$ cat src/rtl/ps2_key_decoder_pkg.sv
// Shared scancode constants, receiver state encoding and key mapping for the PS/2 key decoder.
package ps2_key_decoder_pkg;

    localparam logic [7:0] SC_EXT   = 8'hE0;
    localparam logic [7:0] SC_BRK   = 8'hF0;
    localparam logic [7:0] SC_ENTER = 8'h5A;
    localparam logic [7:0] SC_UP    = 8'h75;
    localparam logic [7:0] SC_DOWN  = 8'h72;
    localparam logic [7:0] SC_W     = 8'h1D;
    localparam logic [7:0] SC_S     = 8'h1B;

    typedef enum logic [1:0] {
        RX_IDLE,
        RX_DATA,
        RX_PARITY,
        RX_STOP
    } rx_state_e;

    typedef enum logic [1:0] {
        KEY_NONE,
        KEY_START,
        KEY_UP,
        KEY_DOWN
    } key_e;

    // Arrow codes are only meaningful behind an E0 prefix; letter/Enter codes only without it.
    function automatic key_e map_key(input logic ext, input logic [7:0] code);
        key_e k;
        k = KEY_NONE;
        if (ext) begin
            if (code == SC_UP)        k = KEY_UP;
            else if (code == SC_DOWN) k = KEY_DOWN;
        end else begin
            if (code == SC_ENTER)     k = KEY_START;
            else if (code == SC_W)    k = KEY_UP;
            else if (code == SC_S)    k = KEY_DOWN;
        end
        return k;
    endfunction

endpackage

$ cat src/rtl/ps2_key_decoder_rx.sv
// PS/2 frame receiver: input synchronisers, falling-edge detect, framing FSM, odd parity and timeout.
module ps2_rx
    import ps2_key_decoder_pkg::*;
#(
    parameter int TIMEOUT_CYCLES = 40000
) (
    input  logic       pclk,
    input  logic       rst,
    input  logic       ps2_clk,
    input  logic       ps2_data,
    output logic [7:0] rx_byte,
    output logic       byte_valid,
    output logic       err
);
    localparam int TW = $clog2(TIMEOUT_CYCLES + 1);

    logic [1:0]    clk_sync, data_sync;
    logic          clk_prev;
    rx_state_e     state, state_n;
    logic [7:0]    shift;
    logic [2:0]    bit_cnt;
    logic          parity_bit;
    logic [TW-1:0] timer;
    logic          fall, din, timed_out;

    assign fall      = clk_prev & ~clk_sync[1];
    assign din       = data_sync[1];
    assign timed_out = (state != RX_IDLE) && !fall && (timer == TW'(TIMEOUT_CYCLES - 1));
    assign rx_byte   = shift;

    // byte_valid/err are combinational so the decoder's registered outputs land one cycle after the stop edge.
    always_comb begin
        state_n    = state;
        byte_valid = 1'b0;
        err        = 1'b0;
        if (timed_out) begin
            state_n = RX_IDLE;
            err     = 1'b1;
        end else if (fall) begin
            case (state)
                RX_IDLE:   if (din) err = 1'b1; else state_n = RX_DATA;
                RX_DATA:   if (bit_cnt == 3'd7) state_n = RX_PARITY;
                RX_PARITY: state_n = RX_STOP;
                RX_STOP: begin
                    state_n = RX_IDLE;
                    if (din && (^{shift, parity_bit})) byte_valid = 1'b1;
                    else                               err        = 1'b1;
                end
                default:   state_n = RX_IDLE;
            endcase
        end
    end

    always_ff @(posedge pclk) begin
        if (rst) begin
            clk_sync   <= 2'b11;
            data_sync  <= 2'b11;
            clk_prev   <= 1'b1;
            state      <= RX_IDLE;
            shift      <= '0;
            bit_cnt    <= '0;
            parity_bit <= 1'b0;
            timer      <= '0;
        end else begin
            clk_sync  <= {clk_sync[0], ps2_clk};
            data_sync <= {data_sync[0], ps2_data};
            clk_prev  <= clk_sync[1];
            state     <= state_n;
            if (state == RX_IDLE || fall || timed_out) timer <= '0;
            else                                       timer <= timer + TW'(1);
            if (fall) begin
                case (state)
                    RX_IDLE:   bit_cnt <= '0;
                    RX_DATA: begin
                        shift   <= {din, shift[7:1]};
                        bit_cnt <= bit_cnt + 3'd1;
                    end
                    RX_PARITY: parity_bit <= din;
                    default:   ;
                endcase
            end
        end
    end

endmodule

$ cat src/rtl/ps2_key_decoder.sv
// Turns received PS/2 bytes into one-shot game-control pulses, tracking E0/F0 prefixes and typematic hold.
module ps2_key_decoder
    import ps2_key_decoder_pkg::*;
#(
    parameter int TIMEOUT_CYCLES = 40000
) (
    input  logic pclk,
    input  logic rst,
    input  logic ps2_clk,
    input  logic ps2_data,
    output logic start_pulse,
    output logic up_pulse,
    output logic down_pulse,
    output logic controller_burst,
    output logic frame_err
);
    logic [7:0] rx_byte;
    logic       byte_valid, rx_err;
    logic       ext, brk;
    logic       held_start, held_up, held_down;
    key_e       key;

    ps2_rx #(.TIMEOUT_CYCLES(TIMEOUT_CYCLES)) u_rx (
        .pclk       (pclk),
        .rst        (rst),
        .ps2_clk    (ps2_clk),
        .ps2_data   (ps2_data),
        .rx_byte    (rx_byte),
        .byte_valid (byte_valid),
        .err        (rx_err)
    );

    assign key = map_key(ext, rx_byte);

    always_ff @(posedge pclk) begin
        if (rst) begin
            start_pulse      <= 1'b0;
            up_pulse         <= 1'b0;
            down_pulse       <= 1'b0;
            controller_burst <= 1'b0;
            frame_err        <= 1'b0;
            ext              <= 1'b0;
            brk              <= 1'b0;
            held_start       <= 1'b0;
            held_up          <= 1'b0;
            held_down        <= 1'b0;
        end else begin
            start_pulse      <= 1'b0;
            up_pulse         <= 1'b0;
            down_pulse       <= 1'b0;
            controller_burst <= byte_valid;
            frame_err        <= rx_err;
            if (rx_err) begin
                ext <= 1'b0;
                brk <= 1'b0;
            end else if (byte_valid) begin
                if (rx_byte == SC_EXT)      ext <= 1'b1;
                else if (rx_byte == SC_BRK) brk <= 1'b1;
                else begin
                    ext <= 1'b0;
                    brk <= 1'b0;
                    // A make sets held (pulsing only on its first make); a break clears it silently.
                    case (key)
                        KEY_START: begin
                            held_start  <= !brk;
                            start_pulse <= !brk && !held_start;
                        end
                        KEY_UP: begin
                            held_up  <= !brk;
                            up_pulse <= !brk && !held_up;
                        end
                        KEY_DOWN: begin
                            held_down  <= !brk;
                            down_pulse <= !brk && !held_down;
                        end
                        default: ;
                    endcase
                end
            end
        end
    end

endmodule

$ cat config.mk
export PLATFORM = sky130hd
export DESIGN_NAME = ps2_key_decoder
export DESIGN_NICKNAME = d
export VERILOG_FILES = /design/src/rtl/ps2_key_decoder_pkg.sv /design/src/rtl/ps2_key_decoder_rx.sv /design/src/rtl/ps2_key_decoder.sv
export SDC_FILE = /design/constraint.sdc
export NUM_CORES = 1
export LEC_CHECK = 0
export BUFFER_PORTS_ARGS = -buffer_cell sky130_fd_sc_hd__buf_2
export CAP_MARGIN = 20
export CORE_MARGIN = 2
export CORE_UTILIZATION = 64
export DETAILED_ROUTE_END_ITERATION = 16
export PLACE_DENSITY = 0.82
export SLEW_MARGIN = 20
export SYNTH_ARGS = -nofsm -noshare
export SYNTH_HDL_FRONTEND = slang
export SYNTH_SLANG_ARGS = --single-unit
$ cat constraint.sdc
create_clock -name pclk -period 6.7 [get_ports pclk]
set_clock_uncertainty 0.15 [all_clocks]
set_input_delay 1.005 -clock pclk [delete_from_list [all_inputs] [get_ports pclk]]
set_output_delay 1.005 -clock pclk [all_outputs]
set_load 0.02 [all_outputs]
==> key figures, run 1 <==
Synthesis
  – Number of synthesized register bits: 45
  – Mapped cell area: 0.00208 sq mm
  – Sequential area share after synthesis: about 43%
  – Post-synth EDFFs: 0
  – Fraction of registers with async set/reset: 0%
  – Syn Area/Cell: 8.81 sq um
  – Main synth FF type: dfxtp_1
  – Yosys warnings: 0
  – Distinct cell type count after synthesis: 46
  – Post-Syn Instances: about 240
  – Syn_nets: 248

Drt
  – Post-route DRC: 0
  – Total number of vias: between 1500 and 2000
  – Routed Antenna Nets: 0
  – WL final: approximately 3400 microns
  – TritonRoute pass-1 iters: 4
  – Wire length per cell: between 10 and 15 microns
  – Starting DRC count in detailed routing: between 70 and 80
  – Via-to-Cell Ratio: 5.38

Timing
  – Post-route minimum period: around 2.6 ns
  – Post-route worst setup slack: between 4 and 5 ns
  – Worst Max-Slew Pin Slew: about 0.65 ns
  – Maximum clock rate: 0.383 GHz
  – Slew headroom: between 50% and 60%
  – RSZ-0062 raised after global routing: false
  – Fin crit share: 39.0%
  – Fin Setup TNS: 0 ns
  – Hold Vio Cnt, Final: 0
  – Slew Viols, Final: 0
  – Final setup vio count: 0

Power and ir drop
  – Pwr/cell area: just over 200 mW/mm^2
  – Sequential power share: 60.6%
  – Net Sw Power: 93.5 uW
  – Switch share: 21.0%
  – Internal Power: between 300 and 400 uW
  – Clock power share: 37.2%
  – Comb power frac: 2.2%
  – VDD IR max: about 0.16 mV
  – Leakage power: approximately 0.00081 uW

Clock network
  – Clock-pin slew on the worst setup and hold paths: about 0.13 ns
  – CTS tree: done
  – CTS Hold Bufs: 0
  – Worst skew pair latency: approximately 0.36 ns
  – H-tree levels: 2
  – CTS Buffer Depth: 2
  – Sink Count: 45
  – Cts repair resizes: 0
  – Setup Buffers After CTS: 0
  – Inserted Clock Buffers: 5
  – CTS root buffer: clkbuf_4

Layout
  – Commonest non-fill, non-tap cells in the layout: dfxtp_1 (45), nand2_1 (31), nor2_1 (30)
  – # diodes: 0
  – Fin nets: 254
  – Fillers: ~270
  – Commonest non-fill, non-tap cell in the layout: dfxtp_1
  – Layout cells sized above 1: about 12%
  – Footprint of the multi-input gates: between 0.001 and 0.0015 sq mm
  – Sequential Area: approximately 900 sq um
  – Layout area overhead: 6.50%

Worst setup path
  – FF-to-FF Start: u_rx.rx_byte[0]
  – Worst Setup Start Kind: register
  – Setup CP Type: reg2reg
  – Slowest cell on crit path: dfxtp_1
  – Reg2reg setup slack: roughly 4.1 ns
  – CP bufs+invs: 0
  – Crit end category: register
  – CP top delay family: simple AND/OR/NAND/NOR gates
  – Critical Path AT: 2.75 ns
  – Max incr delay on CP: approximately 0.5 ns
  – Instance count on the critical path: 6
  – Critical Path Start: u_rx.rx_byte[0]
  – Worst path required time: ~7 ns
  – FF-to-FF End: start_pulse
  – CP Max Fanout: 9
  – Worst R2R Path Depth: 6
  – CP endpoint: start_pulse
  – CP Cell Sequence: xor2_1, xnor3_2, mux2_4, and2_4, or4_4, nor4_2

Floorplanning
  – Die Y: a little over 60 microns
  – Cell Rows: 20
  – Die W: 61.0 microns
  – Initial Utilization: between 60% and 70%
  – Top Ports: 9
  – Core area: slightly above 0.003 sq mm
  – DIE AREA: between 0.003 and 0.004 sq mm

Global routing
  – First-pass GRT wire length: between 5000 and 6000 microns
  – Largest net degree at the start of global routing: 27
  – Total gr overflow: 0
  – Overall routing resource usage: roughly a fifth
  – Antenna violations before repair: 0
  – Vias in the first global route: 1318

Run status
  – Status: finished clean

Place
  – Count of input and output buffers: 8
  – Place WS: about 4 ns
  – DP HPWL: about 2500 microns
  – Gpl congestion: approximately 0.79

Worst hold path
  – Hold Crit Depth: 1
  – Worst Hold Class: reg2reg

Job
  – Max cap viols: 0
[synthesized netlist by cell type, types with 3 or more instances]
master | n | area, sq um
a211oi_1 | 3 | 22.5
a21oi_1 | 13 | 65.1
and3_1 | 3 | 18.8
clkbuf_1 | 6 | 22.5
dfxtp_1 | 45 | 901
ha_1 | 8 | 100
inv_1 | 4 | 15.0
nand2_1 | 31 | 116
nand3_1 | 11 | 55.1
nand4_1 | 5 | 31.3
nor2_1 | 30 | 113
nor2b_1 | 4 | 25.0
nor3_1 | 7 | 35.0
nor3b_1 | 3 | 22.5
o21ai_0 | 3 | 15.0
or2_2 | 6 | 37.5
xnor2_1 | 4 | 35.0
xor2_1 | 13 | 114
[through the flow]
step	power (uW)	utilization (%)	instance area, sq um	hold WS, ns	std cells
after detailed placement	286	69.2	2130	0.247	279
after floorplan	284	-	2080	0.239	236
final	446	71.9	2210	0.275	287
after global placement	285	69.2	2130	0.243	279
after global routing	465	71.9	2210	0.284	287
after CTS	450	71.8	2210	0.276	287
[flip-flops by register name, summed over array words and instances, names as in the netlist, 2 cells and up]
name            count
u_rx.data_sync      2
u_rx.bit_cnt        3
u_rx.timer         16
u_rx.state          2
u_rx.rx_byte        8
u_rx.clk_sync       2
[power by group through the flow]
| stage | clock (uW) | sequential (uW) | combinational [uW] |
|---|---|---|---|
| after floorplan | 0 | 276 | 8.22 |
| after detailed placement | 0 | 276 | 9.71 |
| after global placement | 0 | 276 | 9.33 |
| final | 166 | 270 | 9.70 |
| after global routing | 183 | 270 | 11.0 |
| after CTS | 170 | 270 | 9.76 |
[worst register-to-register path, stage by stage, from the launching register on]
cell and delay [ns]:
dfxtp_1 0.49, xor2_1 0.23, xnor3_2 0.48, mux2_4 0.32
and2_4 0.16, or4_4 0.49, nor4_2 0.23
[layer usage]
metal / vias up / share of wire [%] / global-route usage, %
met5: - / 0 / 0
met4: 0 / 2.1 / 9.32
met3: 8 / 3.7 / 6.40
met2: 24 / 42 / 30.6
met1: 680 / 52 / 29.8
li1: 831 / - / -
[cell families (layout without fill, tap and decap cells)]
logic type                 after synthesis  count (layout)  share of synthesized area, %
and+or+nand+nor                        118             118                          28.8
DFF                                     45              45                          43.3
AOI/OAI and AO/OA                       31              31                          9.57
xor gates and xnor gates                19              19                          9.39
buffers and inverters                   13              20                          2.83
adders and majority gates                8               8                          4.82
muxes                                    2               2                          1.20
[how the worst min path moves through the flow]
stage | startpoint | to | slack [ns]
after CTS | u_rx.data_sync[0] | u_rx.data_sync[1] | 0.28
final | u_rx.data_sync[0] | u_rx.data_sync[1] | 0.27
after floorplan | u_rx.clk_sync[0] | u_rx.clk_sync[1] | 0.24
after global routing | u_rx.data_sync[0] | u_rx.data_sync[1] | 0.28
after detailed placement | u_rx.data_sync[0] | u_rx.data_sync[1] | 0.25
after global placement | u_rx.clk_sync[0] | u_rx.clk_sync[1] | 0.24
[final cells by class]
| class | instances | share of cell area [%] |
|---|---|---|
| multi-input cells | 178 | 50.7 |
| flip-flops and latches | 45 | 40.7 |
| well taps | 44 | 2.49 |
| clock buffers | 6 | 1.87 |
| repair buffers | 8 | 1.81 |
| clock inverters | 2 | 1.75 |
| inverters | 4 | 0.678 |
Note: power is estimated with default switching activity, not from simulation.
==> run 2: changes to the inputs <==
- CORE_UTILIZATION: 64 -> 60
- PLACE_DENSITY: 0.82 -> 0.78
- clock period: 6.7 -> 2.6 ns (I/O delays scaled with it)
==> key figures, run 2 (synthesized netlist as in run 1, its figures left out) <==
Layout
  – Fin nets: 258 (+1.6%)
  – Layout cells sized above 1: 13.4% (+1.8 points)
  – Layout area overhead: 7.10%
  – Commonest non-fill, non-tap cell in the layout: dfxtp_1
  – # diodes: 0 (unchanged)
  – Design Area, Final: 0.00223 sq mm (+0.57%)
  – Footprint of the multi-input gates: 0.00112 sq mm (unchanged)
  – Sequential Area: 901 sq um (unchanged)
  – Biggest register: u_rx.timer
  – Commonest non-fill, non-tap cells in the layout: dfxtp_1 (45), nand2_1 (31), nor2_1 (30)
  – Max reg flops: 16 (unchanged)
  – Final core utilization: 66.7% (-5.2 points)
  – Fillers: 293 (+10%)

Power and ir drop
  – Clock power share: 31.9% (-5.3 points)
  – VDD IR max: 0.304 mV (+91%)
  – Leakage power: 0.000820 uW (+1.7%)
  – Overall Power: 1060 uW (+140%)
  – Pwr/cell area: 478 mW/mm^2 (+140%)
  – Net Sw Power: 252 uW (+170%)
  – Switch share: 23.7% (+2.7 points)
  – Comb power frac: 2.6% (+0.4 points)
  – Internal Power: 812 uW (+130%)
  – Sequential power share: 65.5% (+4.9 points)

Floorplanning
  – Die W: 62.9 microns (+3.1%)
  – DIE AREA: 0.00395 sq mm (+6.2%)
  – Cell Rows: 21 (+5.0%)
  – Initial Utilization: 62.3% (-5.2 points)
  – Die Y: 62.9 microns (+3.1%)
  – Top Ports: 9 (unchanged)
  – Core area: 0.00334 sq mm (+8.4%)

Drt
  – Total number of vias: 1647 (+6.7%)
  – Wire length per cell: 12.7 microns (+6.3%)
  – WL final: 3720 microns (+8.5%)
  – Post-route DRC: 0 (unchanged)
  – Routed Antenna Nets: 0 (unchanged)
  – TritonRoute pass-1 iters: 4 (unchanged)
  – Via-to-Cell Ratio: 5.62 (+4.6%)
  – Starting DRC count in detailed routing: 180 (+130%)

Clock network
  – Worst skew pair latency: 0.37 ns (about the same)
  – Clock-pin slew on the worst setup and hold paths: 0.13 ns (about the same)
  – Cts repair resizes: 0 (unchanged)
  – CTS Hold Bufs: 0 (unchanged)
  – Setup Buffers After CTS: 0 (unchanged)
  – CTS Buffer Depth: 2 (unchanged)
  – H-tree levels: 2 (unchanged)
  – CTS tree: done
  – Sink Count: 45 (unchanged)
  – CTS root buffer: clkbuf_4
  – Inserted Clock Buffers: 5 (unchanged)

Worst setup path
  – CP Cell Sequence: xnor3_1, nand3b_1, mux2_4, and2_4, or4_4, nor4_2
  – Worst path required time: 2.75 ns (-4.09 ns)
  – Critical Path AT: 2.60 ns (-0.15 ns)
  – Slowest cell on crit path: dfxtp_1
  – Max incr delay on CP: 0.50 ns (about the same)
  – Reg2reg setup slack: 0.14 ns (-3.94 ns)
  – Crit end category: register
  – CP Max Fanout: 8 (-1)
  – Worst Setup Start Kind: register
  – Setup CP Type: reg2reg
  – Worst R2R Path Depth: 6 (unchanged)

Timing
  – RSZ-0062 raised after global routing: false
  – Final setup vio count: 0 (unchanged)
  – Fin Setup TNS: 0 ns (unchanged)
  – Fin crit share: 94.5% (+56 points)
  – Maximum clock rate: 0.407 GHz (+6.3%)
  – Slew Viols, Final: 0 (unchanged)
  – Worst Max-Slew Pin Slew: 0.651 ns (+0.00603 ns)
  – Hold Vio Cnt, Final: 0 (unchanged)
  – Slew headroom: 56.2% (-0.80 points)
  – Post-route minimum period: 2.46 ns (-0.155 ns)

Place
  – Placed Instance Area: 0.00216 sq mm (+1.5%)
  – Gpl congestion: 0.805 (+2.2%)
  – DP HPWL: 2690 microns (+8.9%)
  – Count of input and output buffers: 8 (unchanged)

Global routing
  – Antenna violations before repair: 0 (unchanged)
  – Largest net degree at the start of global routing: 26 (-3.7%)
  – First-pass GRT wire length: 6750 microns (+17%)
  – Total gr overflow: 0 (unchanged)
  – Overall routing resource usage: 21.5% (+0.14 points)
  – Vias in the first global route: 1545 (+17%)

Worst hold path
  – Hold Crit Depth: 2 (+1)
  – Worst Hold Class: in2reg

Run status
  – Status: finished clean

Job
  – Max cap viols: 0 (unchanged)
==> run 2: critical path: cells and delay by family (launching register included) <==
kind | cells | cell delay [ns]
flops | 1 | 0.50
xor+xnor | 1 | 0.41
mux | 1 | 0.27
simple gates | 4 | 1.05
==> run 2: power groups by stage <==
| stage | registers, uW | logic (uW) | clock network (uW) |
|---|---|---|---|
| final | 696 | 27.8 | 339 |
| after global routing | 697 | 31.3 | 381 |
| after CTS | 696 | 27.8 | 347 |
| after detailed placement | 711 | 27.9 | 0 |
| after global placement | 711 | 27.3 | 0 |
| after floorplan | 711 | 21.2 | 0 |
==> run 2: worst paths after layout <==
check,from,endpoint
worst min-delay path,ps2_clk,u_rx.clk_sync[0]
worst max register to register,u_rx.rx_byte[5],start_pulse
worst max-delay path,u_rx.rx_byte[5],start_pulse
worst min register to register,u_rx.clk_sync[0],u_rx.clk_sync[1]
==> run 2: final cells by class <==
| class | count | share of cell area [%] |
|---|---|---|
| clock buffer | 5 | 1.69 |
| clock inverter | 3 | 1.01 |
| inverter | 4 | 0.675 |
| tap | 46 | 2.59 |
| sequential | 45 | 40.5 |
| timing repair buffer | 12 | 3.15 |
| multi-input combinational | 178 | 50.4 |
==> run 2: routing by layer <==
metal / wire, microns / up-vias / global-route usage [%] / share of wire, %
met5: 0 / - / 0 / 0
met4: 56 / 0 / 7.50 / 1.5
met3: 166 / 6 / 5.95 / 4.5
met2: 1640 / 45 / 33.9 / 44
met1: 1860 / 760 / 28.4 / 50
li1: - / 836 / - / -
==> run 2: per-stage QoR <==
stage / hold WS [ns] / instances / setup slack (ns)
2_1_floorplan: 0.239 / 236 / 0.118
3_3_place_gp: 0.241 / 285 / 0.194
3_5_place_dp: 0.258 / 285 / 0.163
4_1_cts: 0.0491 / 293 / 0.141
5_1_grt: 0.0397 / 293 / 0.0413
6_report: 0.0568 / 293 / 0.142
